==> src/rtl/wb_pkg.sv <==
// Shared types for the writeback queue: field widths and the queued write request.
package wb_pkg;

    localparam int unsigned REG_W  = 5;
    localparam int unsigned DATA_W = 32;

    typedef struct packed {
        logic              live;
        logic [REG_W-1:0]  wreg;
        logic [DATA_W-1:0] wdata;
    } wb_req_t;

endpackage

==> src/rtl/wb_fifo.sv <==
// Circular buffer of writeback requests with in-place squash of matching entries.
module wb_fifo
    import wb_pkg::*;
#(
    parameter int unsigned DEPTH = 4
) (
    input  logic                         clk,
    input  logic                         rst_n,
    input  logic                         push,
    input  wb_req_t                      push_data,
    input  logic                         pop,
    input  logic                         squash_en,
    input  logic [REG_W-1:0]             squash_reg,
    output wb_req_t [DEPTH-1:0]          entries,
    output logic    [DEPTH-1:0]          occ,
    output logic    [$clog2(DEPTH)-1:0]  head_idx,
    output logic    [$clog2(DEPTH):0]    count
);

    localparam int unsigned PTR_W = $clog2(DEPTH);
    localparam int unsigned CNT_W = PTR_W + 1;

    wb_req_t [DEPTH-1:0] mem;
    logic    [PTR_W-1:0] wr_ptr;
    logic    [PTR_W-1:0] rd_ptr;
    logic    [CNT_W-1:0] cnt;
    wb_req_t             push_entry;

    // An entry pushed in the same cycle as a matching primary write arrives already dead.
    always_comb begin
        push_entry = push_data;
        if (squash_en && (push_data.wreg == squash_reg)) begin
            push_entry.live = 1'b0;
        end
    end

    // A slot is occupied when its distance from the read pointer is below the count.
    always_comb begin
        occ = '0;
        for (int i = 0; i < int'(DEPTH); i++) begin
            occ[i] = CNT_W'(PTR_W'(PTR_W'(i) - rd_ptr)) < cnt;
        end
    end

    always_ff @(posedge clk or negedge rst_n) begin
        if (!rst_n) begin
            mem    <= '0;
            wr_ptr <= '0;
            rd_ptr <= '0;
            cnt    <= '0;
        end else begin
            if (squash_en) begin
                for (int i = 0; i < int'(DEPTH); i++) begin
                    if (mem[i].wreg == squash_reg) begin
                        mem[i].live <= 1'b0;
                    end
                end
            end
            if (push) begin
                mem[wr_ptr] <= push_entry;
                wr_ptr      <= wr_ptr + PTR_W'(1);
            end
            if (pop) begin
                rd_ptr <= rd_ptr + PTR_W'(1);
            end
            cnt <= cnt + CNT_W'(push) - CNT_W'(pop);
        end
    end

    assign entries  = mem;
    assign head_idx = rd_ptr;
    assign count    = cnt;

endmodule

==> src/rtl/wb_queue.sv <==
// Writeback arbiter: primary pipeline has priority, multi-cycle results queue behind it.
module wb_queue
    import wb_pkg::*;
#(
    parameter int unsigned DEPTH = 4
) (
    input  logic                     clk,
    input  logic                     rst_n,
    input  logic                     p_valid,
    input  logic [REG_W-1:0]         p_wreg,
    input  logic [DATA_W-1:0]        p_wdata,
    input  logic                     m_valid,
    output logic                     m_ready,
    input  logic [REG_W-1:0]         m_wreg,
    input  logic [DATA_W-1:0]        m_wdata,
    output logic                     we,
    output logic [REG_W-1:0]         wreg,
    output logic [DATA_W-1:0]        wdata,
    input  logic [REG_W-1:0]         chk_reg1,
    input  logic [REG_W-1:0]         chk_reg2,
    output logic                     busy1,
    output logic                     busy2,
    output logic [$clog2(DEPTH):0]   count
);

    localparam int unsigned PTR_W = $clog2(DEPTH);
    localparam int unsigned CNT_W = PTR_W + 1;

    wb_req_t [DEPTH-1:0] entries;
    logic    [DEPTH-1:0] occ;
    logic    [PTR_W-1:0] head_idx;
    wb_req_t             head;
    wb_req_t             push_data;
    logic                p_acc;
    logic                push_fire;
    logic                store;
    logic                pop;

    assign p_acc     = p_valid && (p_wreg != '0);
    assign m_ready   = rst_n && (count < CNT_W'(DEPTH));
    assign push_fire = m_valid && m_ready;
    // Writes to r0 are handshaken but never occupy a slot.
    assign store     = push_fire && (m_wreg != '0);
    assign pop       = !p_acc && (count != '0);
    assign head      = entries[head_idx];

    always_comb begin
        push_data       = '0;
        push_data.live  = 1'b1;
        push_data.wreg  = m_wreg;
        push_data.wdata = m_wdata;
    end

    wb_fifo #(.DEPTH(DEPTH)) u_fifo (
        .clk        (clk),
        .rst_n      (rst_n),
        .push       (store),
        .push_data  (push_data),
        .pop        (pop),
        .squash_en  (p_acc),
        .squash_reg (p_wreg),
        .entries    (entries),
        .occ        (occ),
        .head_idx   (head_idx),
        .count      (count)
    );

    // Output stage feeding the register-file write port.
    always_ff @(posedge clk or negedge rst_n) begin
        if (!rst_n) begin
            we    <= 1'b0;
            wreg  <= '0;
            wdata <= '0;
        end else if (p_acc) begin
            we    <= 1'b1;
            wreg  <= p_wreg;
            wdata <= p_wdata;
        end else if (pop) begin
            we    <= head.live;
            wreg  <= head.wreg;
            wdata <= head.wdata;
        end else begin
            we    <= 1'b0;
        end
    end

    // Pending-write lookup over live queued entries plus the output stage.
    always_comb begin
        busy1 = 1'b0;
        busy2 = 1'b0;
        for (int i = 0; i < int'(DEPTH); i++) begin
            if (occ[i] && entries[i].live) begin
                if (entries[i].wreg == chk_reg1) busy1 = 1'b1;
                if (entries[i].wreg == chk_reg2) busy2 = 1'b1;
            end
        end
        if (we && (wreg == chk_reg1)) busy1 = 1'b1;
        if (we && (wreg == chk_reg2)) busy2 = 1'b1;
        if (chk_reg1 == '0) busy1 = 1'b0;
        if (chk_reg2 == '0) busy2 = 1'b0;
    end

endmodule

==> config.mk <==
export PLATFORM = sky130hd
export DESIGN_NAME = wb_queue
export DESIGN_NICKNAME = d
export VERILOG_FILES = /design/src/rtl/wb_pkg.sv /design/src/rtl/wb_fifo.sv /design/src/rtl/wb_queue.sv
export SDC_FILE = /design/constraint.sdc
export NUM_CORES = 1
export LEC_CHECK = 0
export BUFFER_PORTS_ARGS = -buffer_cell sky130_fd_sc_hd__buf_2
export CAP_MARGIN = 20
export CORE_MARGIN = 8
export CORE_UTILIZATION = 50
export CTS_CLUSTER_DIAMETER = 100
export DETAILED_ROUTE_END_ITERATION = 8
export PLACE_DENSITY = 0.71
export SYNTH_ARGS = -nofsm -noshare
export SYNTH_HDL_FRONTEND = slang
export SYNTH_SLANG_ARGS = --single-unit
==> constraint.sdc <==
create_clock -name clk -period 3.19 [get_ports clk]
set_input_delay 0.1595 -clock clk [delete_from_list [all_inputs] [get_ports clk]]
set_output_delay 0.1595 -clock clk [all_outputs]
set_load 0.01 [all_outputs]
==> metrics.txt, run 1 <==
first-pass GRT wire length ~37000 µm; DR vias/cell roughly 5.4; clk_skew ~14 ps; final number of setup-violating endpoints 0; area leader, netlist dfrtp_1; CTS Buf Count 17; nets@finish between 900 and 1k; Pint approximately 7.5 mW; largest net degree at the start of global routing 79; Longest Clk Path Bufs 2; syn_area_per_cell 13.9 µm²; post-detail-place hpwl ~15000 µm; CTS tree done; Worst VDD drop around 0.46 mV; Final period util between 80 and 90%; Worst slew margin a little over a third; postcts setup bufs 0; EDFF count, synth 0; Non-Filler Instances approximately 1.2k; Die W between 150 and 200 µm; Rows 51; Buffers on Ports 131; antenna diode count 0; Reg power frac about 41%; placed cell count around 1.1k; RSZ-0062 raised after global routing no; Comb pwr share between 30% and 40%; Die ar. 24800 µm²; top-count cell post-synth dfrtp_1; H-tree Lvls 4; drt total wl 22500 µm; initial antenna violation count 0; Final min period between 2000 and 3000 ps; setup TNS 0 ps; FF+latch count, synth ~200; Max Cap Viol 0; final worst slack slightly above 500 ps; Netlist Area Pre-Place between 10000 and 15000 µm²; Crit. End Element output pin; Post-synth top cells dfrtp_1, mux2_2, xnor2_1; slowest stage delay, CP around 520 ps; clk_lat worst skew 430 ps; Crit Path Category reg -> out; Leakage roughly 5.4 nW; Initial DRC Count between 200 and 300; Synth area leaders dfrtp_1, mux2_2, mux4_2; fillers about 1.6k; outcome completed; number of global-route vias before repair 6812; Yosys warnings 0; Core Area just under 20000 µm²; grt ovf 0; Worst-path clk slew about 70 ps; Routed Antenna Nets 0; io pins about 130; Clock Power Share about a fifth; Die Y 157 µm; Synth Instances ~720; Req. time, crit path approximately 3000 ps; clock sinks slightly below 200; Hold Fails Final Rpt 0; sequential cell area between 4000 and 5000 µm²; GPL Wtd Cong 0.862; slowest CP cell o311ai_0; syn_nets ~800; share of the synthesized area in the top cell type 49.3%; Buf/Inv on CP 2; prevailing post-synth register cell dfrtp_1; Initial Utilization ~50%; clock root buffer master clkbuf_16; Seq/Total Area, Yosys about 49%; crit path launch type flip-flop; worst slew pin tran around 970 ps; Cell Chain, Critical Path inv_1 > ha_1 > o311ai_0 > nor4_1 > nor3_1 > a21oi_1 > buf_2; Initial DRT Pass Iterations 4; sw power around 3.8 mW; Place WS around 640 ps; Post-synth ARST share 100%; CP arrival 2520 ps; Max Fclk between 300 and 400 MHz; PwrDens between 900 and 1000 nW/µm²; WL/cell 19.3 µm; area of the multi-input gates approximately 4600 µm²; cts repair resizes 0; Final Max Tran Viols 0; Crit Path Max Fanout 5; synth unique cells 37; Total Routing Usage GR 19.1%; Syn-to-layout area delta 19.2%; Vias about 6.3k; Hold Buf Count CTS 59; Sw Ratio around a third; fin util 61.1%; Post-route DRC 0; CP top delay family compound AO/OA/AOI/OAI gates; proportion of layout cells with a drive suffix above 1 between 40 and 50%; worst min path class in -> reg
-- power groups by stage --
stage | combinational (mW) | clock [mW] | sequential (mW)
finish | 4.48 | 2.13 | 4.65
global route | 4.93 | 2.29 | 4.82
CTS | 4.55 | 2.20 | 4.64
detailed placement | 4.48 | 0 | 4.68
global placement | 4.37 | 0 | 4.63
floorplan | 3.41 | 0 | 4.50
-- layout make-up --
type | count | share of cell area, %
Multi-Input combinational cell | 457 | 38.9
Timing Repair Buffer | 204 | 11.6
Inverter | 13 | 0.409
Sequential cell | 197 | 41.4
Clock inverter | 15 | 1.37
Tap cell | 265 | 2.78
Clock buffer | 17 | 3.57
-- final timing paths --
| path | start | end | slack, ps | cells past startpoint |
|---|---|---|---|---|
| hold reg to reg | flip-flop | flip-flop | 500 | 1 |
| hold / removal | m_wdata[3] | flip-flop | 20 | 2 |
| setup / recovery | u_fifo.count[1] | busy1 | 510 | 7 |
| setup reg to reg | u_fifo.count[2] | flip-flop | 970 | 4 |
| max in group asynchronous | rst_n | async pin | 1280 | 4 |
| min in group asynchronous | rst_n | wreg[2] | 460 | 3 |
-- logic make-up (layout without fill, tap and decap cells) --
kind of cell | count (synthesis) | after routing | share of synthesized area [%]
multiplexers | 223 | 223 | 30.1
flip-flops | 197 | 197 | 49.3
AND/OR/NAND/NOR | 84 | 84 | 4.33
XOR/XNOR | 81 | 81 | 7.09
buffers and inverters | 68 | 249 | 4.45
AO/OA/AOI/OAI | 58 | 58 | 3.30
adder cells (fa/ha/maj) | 11 | 11 | 1.45
-- metal layers --
layer / vias up / track usage, % / wire (µm)
met5: - / 0 / 0
met4: 0 / 5.30 / 283
met3: 20 / 4.09 / 1070
met2: 132 / 30.6 / 10800
met1: 3221 / 25.7 / 10400
li1: 2917 / - / -
-- per-stage QoR --
| step | hold WS, ps | power (mW) | instance area, µm² |
|---|---|---|---|
| after floorplan | -136 | 7.91 | 10000 |
| after global placement | 357 | 9.01 | 10700 |
| after detailed placement | 366 | 9.16 | 10700 |
| after CTS | 1.32 | 11.4 | 11900 |
| after global routing | 3.15 | 12.0 | 11900 |
| final | 15.9 | 11.3 | 11900 |
-- cell usage in the layout, fill, tap and decap left out, types with 3 or more instances in the layout --
cell type / Yosys / layout
mux2i_1: 37 / 37
o221ai_1: 3 / 3
nand2_1: 39 / 39
clkbuf_16: 0 / 17
inv_1: 13 / 13
xor2_1: 36 / 36
mux2_2: 116 / 116
xnor2_1: 45 / 45
buf_4: 9 / 12
or4_1: 4 / 4
dlygate4sd3_1: 0 / 59
nand2_4: 4 / 4
buf_2: 9 / 130
o21ai_0: 39 / 39
o311ai_1: 4 / 4
nand3_1: 9 / 9
mux4_2: 38 / 38
o21ai_1: 5 / 5
inv_8: 0 / 4
clkinv_4: 0 / 4
dfrtp_1: 197 / 195
nand2b_1: 4 / 4
mux2_4: 32 / 32
nand4_1: 4 / 4
nor4_1: 11 / 11
ha_1: 10 / 10
Power figures use the tool's default switching activity.
==> inputs of run 2 (changes only) <==
- ABC_AREA: default -> 1
- PLACE_DENSITY: 0.71 -> 0.73
- clock period: 3.19 -> 2.4 ns (I/O delays scaled with it)
==> run 2 against run 1 <==
  * Via count is 37% higher
  * Non-clock buffer count down 3
  * Final cell count up 40%
  * Largest power group unchanged
==> metrics.txt, run 2 <==
outcome completed; grt ovf 0; total power between 10 and 15 mW; syn_area_per_cell 8.15 µm²; Critical Path End busy2; r2r worst-path depth 9; first-pass GRT wire length between 40000 and 50000 µm; WL/cell around 16 µm; Hold Worst Slack between 7 and 8 ps; sw power ~5.7 mW; reg2reg end u_fifo.count[2]; largest net degree at the start of global routing 180; most common cell after layout, fill and taps aside nand2_1; CTS Buf Count 17; Crit Path Category reg -> out; Max Fclk around 440 MHz; Syn-to-layout area delta 18.2%; Die ar. 24500 µm²; H-tree Lvls 4; Die W around 160 µm; Initial DRT Pass Iterations 5; EDFF count, synth 0; Synth area leaders dfrtp_1, nand2_1, o21ai_1; Worst slew margin between 30% and 40%; FF+latch count, synth 197; clk_lat worst skew 440 ps; Clock Power Share about a fifth; Hold Fails Final Rpt 0; Final period util 94.4%; Longest Clk Path Bufs 2; Req. time, crit path 2280 ps; Sw Ratio around two fifths; prevailing post-synth register cell dfrtp_1; final number of setup-violating endpoints 0; commonest non-fill, non-tap cells in the layout nand2_1, dfrtp_1, o21ai_1; CP arrival roughly 2200 ps; clock sinks 197; Die Y ~160 µm; Crit. End Element output pin; Final min period about 2300 ps; Netlist Area Pre-Place slightly below 10000 µm²; io pins about 130; Vias approximately 8.6k; top-count cell post-synth nand2_1; clk_skew between 10 and 15 ps; Initial DRC Count 713; Pint around 8.6 mW; Comb pwr share about 39%; Synth Instances between 1k and 1.5k; clock root buffer master clkbuf_16; drt total wl 26500 µm; r2r setup slk 280 ps; Post-synth top cells nand2_1, dfrtp_1, o21ai_1; proportion of layout cells with a drive suffix above 1 14.8%; nets@finish 1459; Worst VDD drop between 0.5 and 0.6 mV; antenna diode count 0; CTS tree done; Rows a little over 50; fin util about three fifths; area leader, netlist dfrtp_1; Post-route DRC 0; Reg power frac a little over two fifths; crit path launch u_fifo.head_idx[1]; post-detail-place hpwl roughly 17000 µm; initial antenna violation count 0; fillers roughly 1.8k; number of global-route vias before repair about 8.3k; GPL Wtd Cong around 1; final worst slack 135 ps; Total Routing Usage GR approximately 22%; Leakage roughly 5.9 nW; Seq/Total Area, Yosys roughly 50%; Yosys warnings 0; Post-synth ARST share 100%; Core Area 19400 µm²; Worst-path clk slew about 60 ps; FF-to-FF Start u_fifo.count[0]; Initial Utilization roughly 51%; Crit Path Max Fanout 6; Buffers on Ports about 130; crit path launch type flip-flop; Final Max Tran Viols 0; synth unique cells 30; Routed Antenna Nets 0; Max Cap Viol 0; PwrDens 1220 nW/µm²; Place WS roughly 290 ps; syn_nets about 1.3k; worst slew pin tran roughly 900 ps; worst min path class in -> reg; DR vias/cell between 5 and 6; share of the synthesized area in the top cell type approximately 50%
[run 2: cell types whose count changed in the layout (fill, tap and decap cells not counted), moves of 11 or more]
cell and change:
a22oi_1 +14, inv_1 +62, mux2_2 -116, mux2_4 -32
mux2i_1 -37, mux4_2 -38, nand2_1 +433, nand3_1 +40
nand4_1 +33, nor2_1 +23, nor4_1 -11, o21ai_0 -25
o21ai_1 +142, xnor2_1 -26
[run 2: how the worst min path moves through the flow]
stage | startpoint | to | slack [ps] | cells after the start
floorplan | rst_n | async pin | -180 | 0
global placement | rst_n | wdata[22] | 3 | 1
detailed placement | rst_n | wdata[23] | 4 | 1
CTS | m_wdata[2] | flip-flop | 0.7 | 3
global route | m_wdata[24] | flip-flop | 10 | 3
finish | m_wdata[2] | flip-flop | 7 | 3
[run 2: critical path, cell delays in order, from the launching register on]
cell and delay [ps]:
dfrtp_2 460, nand2_1 170, nand2_2 90, ha_1 270, nand3_1 90, nand2_1 50, nor2_1 170, nand2_1 80
nand3_1 80, nor2_1 40, nor2_1 80, buf_2 140
[run 2: cells by family (layout without fill, tap and decap cells)]
kind of cell	after synthesis	count (layout)	share of synthesized area [%]
and+or+nand+nor	606	606	25.7
buffers and inverters	157	317	8.20
AOI/OAI and AO/OA	190	190	10.2
DFF	197	197	49.9
adders and majority gates	11	11	1.47
xor gates and xnor gates	51	51	4.52
[run 2: cell type report]
class                      instances  area (µm²)  share of cell area [%]
multi-input combinational        858        4150                    35.6
timing repair buffer             201        1380                    11.8
clock buffer                      22         474                    4.06
sequential                       197        4930                    42.3
inverter                          85         324                    2.78
clock inverter                     9        77.6                   0.665
tap                              265         332                    2.84
[run 2: metal layers]
layer / vias to the layer above / part of all wire [%] / wire (µm) / track usage [%]
li1: 4190 / - / - / -
met1: 4129 / 45 / 11800 / 29.3
met2: 261 / 47 / 12500 / 35.5
met3: 48 / 6.0 / 1600 / 4.83
met4: 0 / 2.2 / 591 / 7.92
met5: - / 0 / 0 / 0
[run 2: metrics by stage]
| step | instance area (µm²) | cells | setup TNS (ps) |
|---|---|---|---|
| final | 11700 | 1637 | 0 |
| after global routing | 11700 | 1637 | -18.7 |
| after CTS | 11600 | 1632 | 0 |
| after detailed placement | 10500 | 1547 | 0 |
| after global placement | 10500 | 1547 | 0 |
| after floorplan | 9880 | 1212 | 0 |
[run 2: timing repair]
| item | in CTS | in global routing |
|---|---|---|
| pin swaps | 0 | 6 |
| setup buffers | 0 | 5 |
| hold endpoints to repair | 117 | 0 |
| hold buffers | 54 | 0 |
| setup endpoints to repair | 2 | 3 |
| resized for setup | 2 | 7 |
[run 2: power groups by stage]
stage	registers [mW]	clock network (mW)	logic, mW
global placement	5.99	0	5.22
finish	6.01	2.72	5.50
global route	6.21	2.91	6.21
floorplan	5.84	0	3.74
CTS	6.00	2.76	5.44
detailed placement	6.03	0	5.34
==> inputs of run 3 (changes only) <==
- PLACE_DENSITY: 0.73 -> 0.71
- clock period: 2.4 -> 2.9 ns (I/O delays scaled with it)
==> run 3 against run 2 <==
  * Combinational power fell by 21%
  * Clock power shrank 9.9%
  * Critical endpoint is now busy1
  * Sequential share of layout area grew 0.99 points
  * Sequential power down 17%
  * Die area is the same
  * Critical path depth rose by 1
==> metrics.txt, run 3 (synthesis gave the netlist of run 2 again) <==
most common cell after layout, fill and taps aside nand2_1; HP Start m_wdata[23]; Final Max Tran Viols 0; sequential cell area just under 5000 µm²; Crit. End Element output pin; Worst slew margin 49.1%; Vias 8422; FF-to-FF Start u_fifo.count[2]; CP top delay family simple AND/OR/NAND/NOR gates; nets@finish roughly 1.4k; cts repair resizes 0; Worst VDD drop around 0.53 mV; Comb pwr share between 30% and 40%; slowest CP cell dfrtp_1; fillers about 1.8k; Hold Worst Slack 10.5 ps; outcome completed; GPL Wtd Cong 0.957; worst min path class in -> reg; Rows between 50 and 60; placed cell areas roughly 10000 µm²; Die Y between 150 and 200 µm; clock sinks roughly 200; Max Cap Viol 0; slowest stage delay, CP 530 ps; Req. time, crit path 2760 ps; number of global-route vias before repair 8429; Pint ~7.0 mW; CP arrival 2400 ps; clk_lat worst skew ~430 ps; antenna diode count 0; Leakage 5.73 nW; Initial DRC Count between 400 and 500; sw power ~4.7 mW; Crit Path Max Fanout 6; Max Fclk approximately 390 MHz; grt ovf 0; Initial DRT Pass Iterations 7; drt total wl roughly 26000 µm; Longest Clk Path Bufs 2; CTS Buf Count 17; setup TNS 0 ps; Crit Path Category reg -> out; WL/cell 16.2 µm; Finished Cell Area approximately 11000 µm²; postcts setup bufs 0; Worst-path clk slew roughly 80 ps; PwrDens between 1000 and 1500 nW/µm²; Die ar. roughly 25000 µm²; clock root buffer master clkbuf_16; post-detail-place hpwl roughly 17000 µm; proportion of layout cells with a drive suffix above 1 14.1%; CTS tree done; most used cell, CP nand2_1; fin util 58.8%; Post-route DRC 0; Routed Antenna Nets 0; Cell Chain, Critical Path nand2_1 > nand2_1 > inv_1 > ha_1 > nand3_1 > nand2_1 > nor2_1 > nand2_1 > nand3_1 > nor2_1 > nor2_1 > buf_2; Clock Power Share 20.8%; final number of setup-violating endpoints 0; RSZ-0062 raised after global routing no; Hold Fails Final Rpt 0; Hold Buf Count CTS 33; clk_skew 11.4 ps; H-tree Lvls 4; largest net degree at the start of global routing 74; DR vias/cell between 5 and 6; area of the multi-input gates a little over 4000 µm²; io pins between 100 and 150; placed cell count ~1.5k; Final min period approximately 2500 ps; Buffers on Ports ~130; worst slew pin tran 763 ps; initial antenna violation count 0; Syn-to-layout area delta 15.4%; Die W roughly 160 µm; crit path launch type flip-flop; commonest non-fill, non-tap cells in the layout nand2_1, dfrtp_1, o21ai_1; crit path launch u_fifo.head_idx[1]; Reg power frac roughly 42%; Final period util a little under 90%; Core Area approximately 19000 µm²; Buf/Inv on CP 2; Sw Ratio between 40% and 50%; Total Routing Usage GR between 20 and 25%; first-pass GRT wire length 42600 µm; Initial Utilization 50.9%; Non-Filler Instances 1609
run 3: changes by cell type in the layout (fill, tap and decap cells not counted), sizes merged, moves of 2 or more:
cell | before | now
inv | 86 | 91
clkbuf | 23 | 18
dlygate4sd3 | 54 | 33
clkinvlp | 0 | 2
clkinv | 7 | 5
buf | 146 | 138
run 3: path summary, 6_finish.rpt:
kind	end	slack, ps	cells past startpoint
worst max-delay path	busy1	360	12
min in group asynchronous	u_fifo.wr_ptr[0]	160	2
max in group asynchronous	async pin	1050	4
worst min register to register	wdata[6]	480	2
worst max register to register	u_fifo.count[2]	770	9
worst min-delay path	flip-flop	10	3
run 3: cell type report:
| class | count | share of cell area (%) |
|---|---|---|
| Timing Repair Buffer | 172 | 9.25 |
| Sequential cell | 197 | 43.2 |
| Inverter | 85 | 2.84 |
| Multi-Input combinational cell | 858 | 36.3 |
| Clock buffer | 17 | 3.73 |
| Clock inverter | 15 | 1.67 |
| Tap cell | 265 | 2.91 |
run 3: power by group through the flow:
stage | sequential (mW) | combinational [mW] | clock (mW)
2_1_floorplan | 4.83 | 3.09 | 0
3_3_place_gp | 4.95 | 4.22 | 0
3_5_place_dp | 4.98 | 4.32 | 0
4_1_cts | 4.95 | 4.37 | 2.49
5_1_grt | 5.14 | 4.92 | 2.58
6_report | 4.97 | 4.34 | 2.45
run 3: worst reg2reg max path: stages (launching register included):
cell and delay (ps):
dfrtp_1 430, nor3_2 330, nor2_4 80, ha_1 270
inv_1 60, ha_1 130, inv_1 50, fa_1 380
xnor2_1 150, xor2_1 150
run 3: through the flow:
stage          setup WS, ps  power [mW]
6_report                357        11.8
3_3_place_gp            844        9.17
3_5_place_dp            781        9.30
2_1_floorplan           679        7.93
4_1_cts                 380        11.8
5_1_grt                 226        12.6
run 3: routing by layer:
layer  vias up  GRT usage [%]  wire length (µm)
met5         -              0                 0
met4         0           7.32               552
met3        47           4.36              1560
met2       259           35.5             12200
met1      3988           28.5             11800
li1       4128              -                 -
